### config.mk
export PLATFORM = sky130hd
export DESIGN_NAME = dmem_bus_bridge
export DESIGN_NICKNAME = d
export VERILOG_FILES = /design/src/rtl/dmem_bus_bridge_pkg.sv /design/src/rtl/dmem_bus_bridge.sv
export SDC_FILE = /design/constraint.sdc
export NUM_CORES = 1
export LEC_CHECK = 0
export ABC_AREA = 1
export BUFFER_PORTS_ARGS = -buffer_cell sky130_fd_sc_hd__buf_2
export CAP_MARGIN = 30
export CORE_MARGIN = 5
export CORE_UTILIZATION = 45
export CTS_CLUSTER_DIAMETER = 120
export DETAILED_ROUTE_END_ITERATION = 10
export PLACE_DENSITY = 0.83
export SETUP_SLACK_MARGIN = 0.1
export SYNTH_ARGS = -nofsm -noshare
export SYNTH_HDL_FRONTEND = slang
export SYNTH_SLANG_ARGS = --single-unit
export TNS_END_PERCENT = 50
### constraint.sdc
create_clock -name clk -period 1.8 [get_ports clk]
set_clock_uncertainty 0.15 [all_clocks]
set_input_delay 0.36 -clock clk [delete_from_list [all_inputs] [get_ports clk]]
set_output_delay 0.36 -clock clk [all_outputs]
set_load 0.01 [all_outputs]
### src/rtl/dmem_bus_bridge_pkg.sv
// dmem_bus_bridge_pkg: shared types for the data-side bus bridge
package dmem_bus_bridge_pkg;

    typedef enum logic [1:0] {
        DB_IDLE = 2'd0,
        DB_REQ  = 2'd1,
        DB_WAIT = 2'd2,
        DB_DONE = 2'd3
    } db_state_e;

endpackage

### src/rtl/dmem_bus_bridge.sv
// dmem_bus_bridge: MEM-stage request to SRAM-like req/addr_ok/data_ok bus master with pipeline stall; define DMEM_WBUF_EN to post stores
module dmem_bus_bridge
    import dmem_bus_bridge_pkg::*;
#(
    parameter int AW = 32,
    parameter int DW = 32
) (
    input  logic          clk,
    input  logic          rst,
    input  logic          mem_ce_i,
    input  logic          mem_we_i,
    input  logic [3:0]    mem_sel_i,
    input  logic [AW-1:0] mem_addr_i,
    input  logic [DW-1:0] mem_wdata_i,
    input  logic          exc_flush_i,
    output logic [DW-1:0] rdata_o,
    output logic          stall_req_o,
    output logic          dbus_req_o,
    output logic          dbus_wr_o,
    output logic [3:0]    dbus_wstrb_o,
    output logic [AW-1:0] dbus_addr_o,
    output logic [DW-1:0] dbus_wdata_o,
    input  logic          dbus_addr_ok_i,
    input  logic          dbus_data_ok_i,
    input  logic [DW-1:0] dbus_rdata_i
);

    db_state_e     state_q, state_d;
    logic          drop_q, drop_d;
    logic          we_q, we_d;
    logic [3:0]    sel_q, sel_d;
    logic [AW-1:0] addr_q, addr_d;
    logic [DW-1:0] wdata_q, wdata_d;
    logic [DW-1:0] rdata_q, rdata_d;
    logic          issue;
    logic          blocked;
    logic          posted;
    logic          unused_addr_lsb;

    assign issue           = mem_ce_i & |mem_sel_i & ~exc_flush_i;
    assign unused_addr_lsb = ^mem_addr_i[1:0];
    assign rdata_o         = rdata_q;
    assign dbus_req_o      = state_q == DB_REQ;
    assign dbus_wr_o       = dbus_req_o & we_q;
    assign dbus_wstrb_o    = sel_q;
    assign dbus_addr_o     = addr_q;
    assign dbus_wdata_o    = wdata_q;

`ifdef DMEM_WBUF_EN
    logic wbuf_pend_q, wbuf_pend_d;
    assign blocked = wbuf_pend_q;
    assign posted  = we_q;
    // A posted store stays pending from its acceptance until its data_ok
    always_comb wbuf_pend_d = (dbus_req_o && we_q && dbus_addr_ok_i) ? 1'b1 :
                              (dbus_data_ok_i ? 1'b0 : wbuf_pend_q);
    // Write-buffer pending flag
    always_ff @(posedge clk or negedge rst) begin
        if (!rst) wbuf_pend_q <= 1'b0;
        else      wbuf_pend_q <= wbuf_pend_d;
    end
`else
    assign blocked = 1'b0;
    assign posted  = 1'b0;
`endif

    // Next state, request latching, read capture and stall generation
    always_comb begin
        state_d     = state_q;
        drop_d      = drop_q;
        we_d        = we_q;
        sel_d       = sel_q;
        addr_d      = addr_q;
        wdata_d     = wdata_q;
        rdata_d     = rdata_q;
        stall_req_o = 1'b0;
        unique case (state_q)
            DB_IDLE: begin
                stall_req_o = issue;
                if (issue && !blocked) begin
                    state_d = DB_REQ;
                    we_d    = mem_we_i;
                    sel_d   = mem_sel_i;
                    addr_d  = {mem_addr_i[AW-1:2], 2'b00};
                    wdata_d = mem_wdata_i;
                end
            end
            DB_REQ: begin
                drop_d = drop_q | exc_flush_i;
                if (dbus_addr_ok_i) state_d = posted ? (drop_d ? DB_IDLE : DB_DONE) : DB_WAIT;
            end
            DB_WAIT: begin
                drop_d = drop_q | exc_flush_i;
                if (dbus_data_ok_i) begin
                    state_d = drop_d ? DB_IDLE : DB_DONE;
                    rdata_d = (!we_q && !drop_d) ? dbus_rdata_i : rdata_q;
                end
            end
            DB_DONE: state_d = DB_IDLE;
        endcase
        if (state_q == DB_REQ || state_q == DB_WAIT) stall_req_o = drop_d ? issue : 1'b1;
        if (state_d == DB_IDLE) drop_d = 1'b0;
    end

    // State and request registers
    always_ff @(posedge clk or negedge rst) begin
        if (!rst) begin
            state_q <= DB_IDLE;
            drop_q  <= 1'b0;
            we_q    <= 1'b0;
            sel_q   <= 4'b0;
            addr_q  <= '0;
            wdata_q <= '0;
            rdata_q <= '0;
        end else begin
            state_q <= state_d;
            drop_q  <= drop_d;
            we_q    <= we_d;
            sel_q   <= sel_d;
            addr_q  <= addr_d;
            wdata_q <= wdata_d;
            rdata_q <= rdata_d;
        end
    end

endmodule

==> impl_metrics.yaml <==
clock_tree:
  cts_tree: "done"
  htree_levels: 3
  cts_root_buffer: "clkbuf_8"
  cts.clk_slew.worst_paths_ns: 0.10
  numCtsBuffers: 9
  cts.sinks: 102
  clock_latency_ns: 0.34
  clk_path_buf_depth: 2
worst_setup_path:
  critPathArrivalTime_ns: 1.41
  crit_cells: 6
  crit_end: "stall_req_o"
  critPathLaunch: "state_q[0]$_DFF_PN0_"
  crit_path_top_delay_cell: "dfrtp_1"
  crit_fanout: 2
  crit_type: "reg -> out"
  r2r_slack_ns: -0.04
  path_cells: "inv_2 -> ha_4 -> a21oi_4 -> o21ai_1 -> nand2_1 -> buf_2"
  r2r_start: "state_q[0]$_DFF_PN0_"
  reg2regPathDepth: 10
  cp-start-kind: "flop"
  path_buf_inv: 2
  critical_path.top_delay_family: "flip-flops"
  timing.rr.end: "rdata_o[21]$_DFFE_PN0P_"
  critical_path_required_ns: 1.29
  cp_slowest_stage_delay_ns: 0.38
  cp-end-kind: "output port"
placed_design:
  io_buffers: 205
  dpl.hpwl_mm: 8.39
  gp_congestion: 0.864
  pre_cts_ws_ns: -0.0125
finish:
  finish.utilization_pct: 63.3
  layout-drive-gt1-share_pct: 35.9
  regArea_um2: 2550
  multi_input_area_um2: 1280
  syn_to_final_growth_pct: 36.5
  n_fill_cell: 755
  n_antenna_cell: 0
  nets: 793
routing:
  dr.first_iter.drc_count: 147
  drc: 0
  dr.pass1.iters: 4
  vias_per_cell: 4.73
  avgRoutedWirePerCell_um: 14.2
  vias: 3758
  wl_mm: 11.3
  final_antenna_net_count: 0
sta:
  post-route-period-util_pct: 107
  max_freq_mhz: 520
  rsz0062_at_grt: "true"
  fin_crit_ns: 1.92
  fin_setup_tns_ns: -0.636
  maxSlewViolCount: 0
  setup_viol: 32
  timing.hold.ws_ns: 0.0592
  final_hold_viol_count: 0
  timing.final.ws_setup_ns: -0.123
run_status:
  violations: "setup timing"
  status: "finished, violations left"
logic_synthesis:
  synth_area_um2: 4090
  yosysTopAreaCellShare_pct: 62.5
  synth-seq-area-share_pct: 62.5
  synth_top_area_cell: "dfrtp_1"
  synth.avg_cell_area_um2: 8.73
  netlist_top_cells_area: "dfrtp_1 62%, nand2_1 22%, o21ai_0 4.3%"
  yosysWarnings: 0
  yosys.cell_types.count: 16
  syn_inst: 468
  synth_seq_cells: 102
power_and_ir_drop:
  power_leakage_nw: 3.40
  power_density_nw_per_um2: 1600
  vdd_drop_max_uv: 768
floorplanning:
  die_h_um: 105
  coreArea_um2: 8810
  die_area_um2: 11100
  ios: 210
  start_util_pct: 46.4
  rows: 34
  die_w_um: 105
global_routing:
  antenna_found_initial: 0
  grt_max_degree: 55
  gr-total-overflow: 0
  grt_pass1_wl_mm: 18.6
  grt_pass1_vias: 3908
  grtUsageTotal_pct: 20.6
job:
  drv_cap: 0
worst_hold_path:
  hold_path_class: "in -> reg"
-- stage by stage --
step	area, µm²	total power, mW	std cells
after global placement	5220	7.33	770
final	5580	8.93	794
after global routing	5580	9.64	794
after floorplan	4090	5.80	469
after detailed placement	5220	7.54	770
after CTS	5560	9.01	792
-- worst register-to-register path: stages (launching register included) --
cell	delay, ns
dfrtp_1	0.40
inv_2	0.09
buf_4	0.13
ha_1	0.19
inv_1	0.06
nor2_2	0.14
nand3_4	0.12
buf_4	0.17
buf_12	0.14
nand2_1	0.06
o21ai_0	0.08
-- cell usage in the layout (no fill, tap or decap), types with 2 or more instances in the layout --
cell type,count
nor2_1,7
dfrtp_1,102
buf_2,204
clkbuf_8,9
buf_4,13
conb_1,2
buf_12,3
inv_1,41
nand2_1,244
clkinvlp_4,3
inv_2,2
o21ai_1,5
o21ai_0,30
bufbuf_16,2
nand3_1,5
ha_1,2
ha_4,2
-- worst min-delay path by stage --
stage / slack, ns / from / cells after the start / endpoint
after floorplan: -0.09 / rst / 0 / dbus_addr_o[10]$_DFFE_PN0P_
after global placement: 0.23 / rst / 2 / dbus_addr_o[3]$_DFFE_PN0P_
after detailed placement: 0.23 / rst / 2 / dbus_addr_o[3]$_DFFE_PN0P_
after CTS: 0.04 / mem_addr_i[18] / 3 / dbus_addr_o[18]$_DFFE_PN0P_
after global routing: 0.04 / mem_wdata_i[5] / 3 / dbus_wdata_o[5]$_DFFE_PN0P_
final: 0.06 / mem_wdata_i[1] / 3 / dbus_wdata_o[1]$_DFFE_PN0P_
-- Yosys cell counts (all sizes together) --
| library cell | instances |
|---|---|
| a21oi | 1 |
| buf | 17 |
| clkbuf | 5 |
| conb | 1 |
| dfrtp | 102 |
| ha | 4 |
| inv | 44 |
| nand2 | 244 |
| nand3 | 6 |
| nor2 | 9 |
| o21ai | 35 |
-- final cells by class --
type	count	area share, %
multi-input cells	301	22.9
well taps	108	2.42
inverters	44	3.01
flip-flops and latches	102	45.8
clock inverters	5	0.651
clock buffers	10	2.29
repair buffers	224	23.0
-- timing repair --
item	in CTS	in global routing
hold buffers	1	0
setup buffers	3	2
endpoints found under the setup margin	36	40
pin swaps	3	1
hold endpoints to repair	102	0
gates resized for setup	11	5
gates cloned	3	0
-- power breakdown --
part / leakage (nW) / switching [mW] / internal (mW) / total [mW]
Combinational: 2.04 / 2.15 / 1.56 / 3.71
Sequential: 1.29 / 0.586 / 3.38 / 3.96
Clock: 0.0748 / 0.755 / 0.499 / 1.25
-- cell families (layout without fill, tap and decap cells) --
family,Yosys count,after routing,share of synthesized area (%)
and+or+nand+nor,259,259,24.3
DFF,102,102,62.5
buffers and inverters,66,283,7.50
AOI/OAI and AO/OA,36,36,4.41
adders and majority gates,4,4,1.23
other,1,2,0.0918
-- sequential cells by signal, summed over array words and instances, names as in the netlist --
register	flops
dbus_addr_o	30
dbus_wdata_o	32
dbus_wstrb_o	4
drop_q	1
rdata_o	32
state_q	2
we_q	1
-- routing by layer --
layer | vias to the layer above | GRT usage (%) | share of wire [%]
li1 | 1824 | - | -
met1 | 1717 | 24.5 | 40
met2 | 192 | 35.2 | 47
met3 | 25 | 5.99 | 10
met4 | 0 | 8.53 | 2.7
met5 | - | 0 | 0
Power figures use the tool's default switching activity.
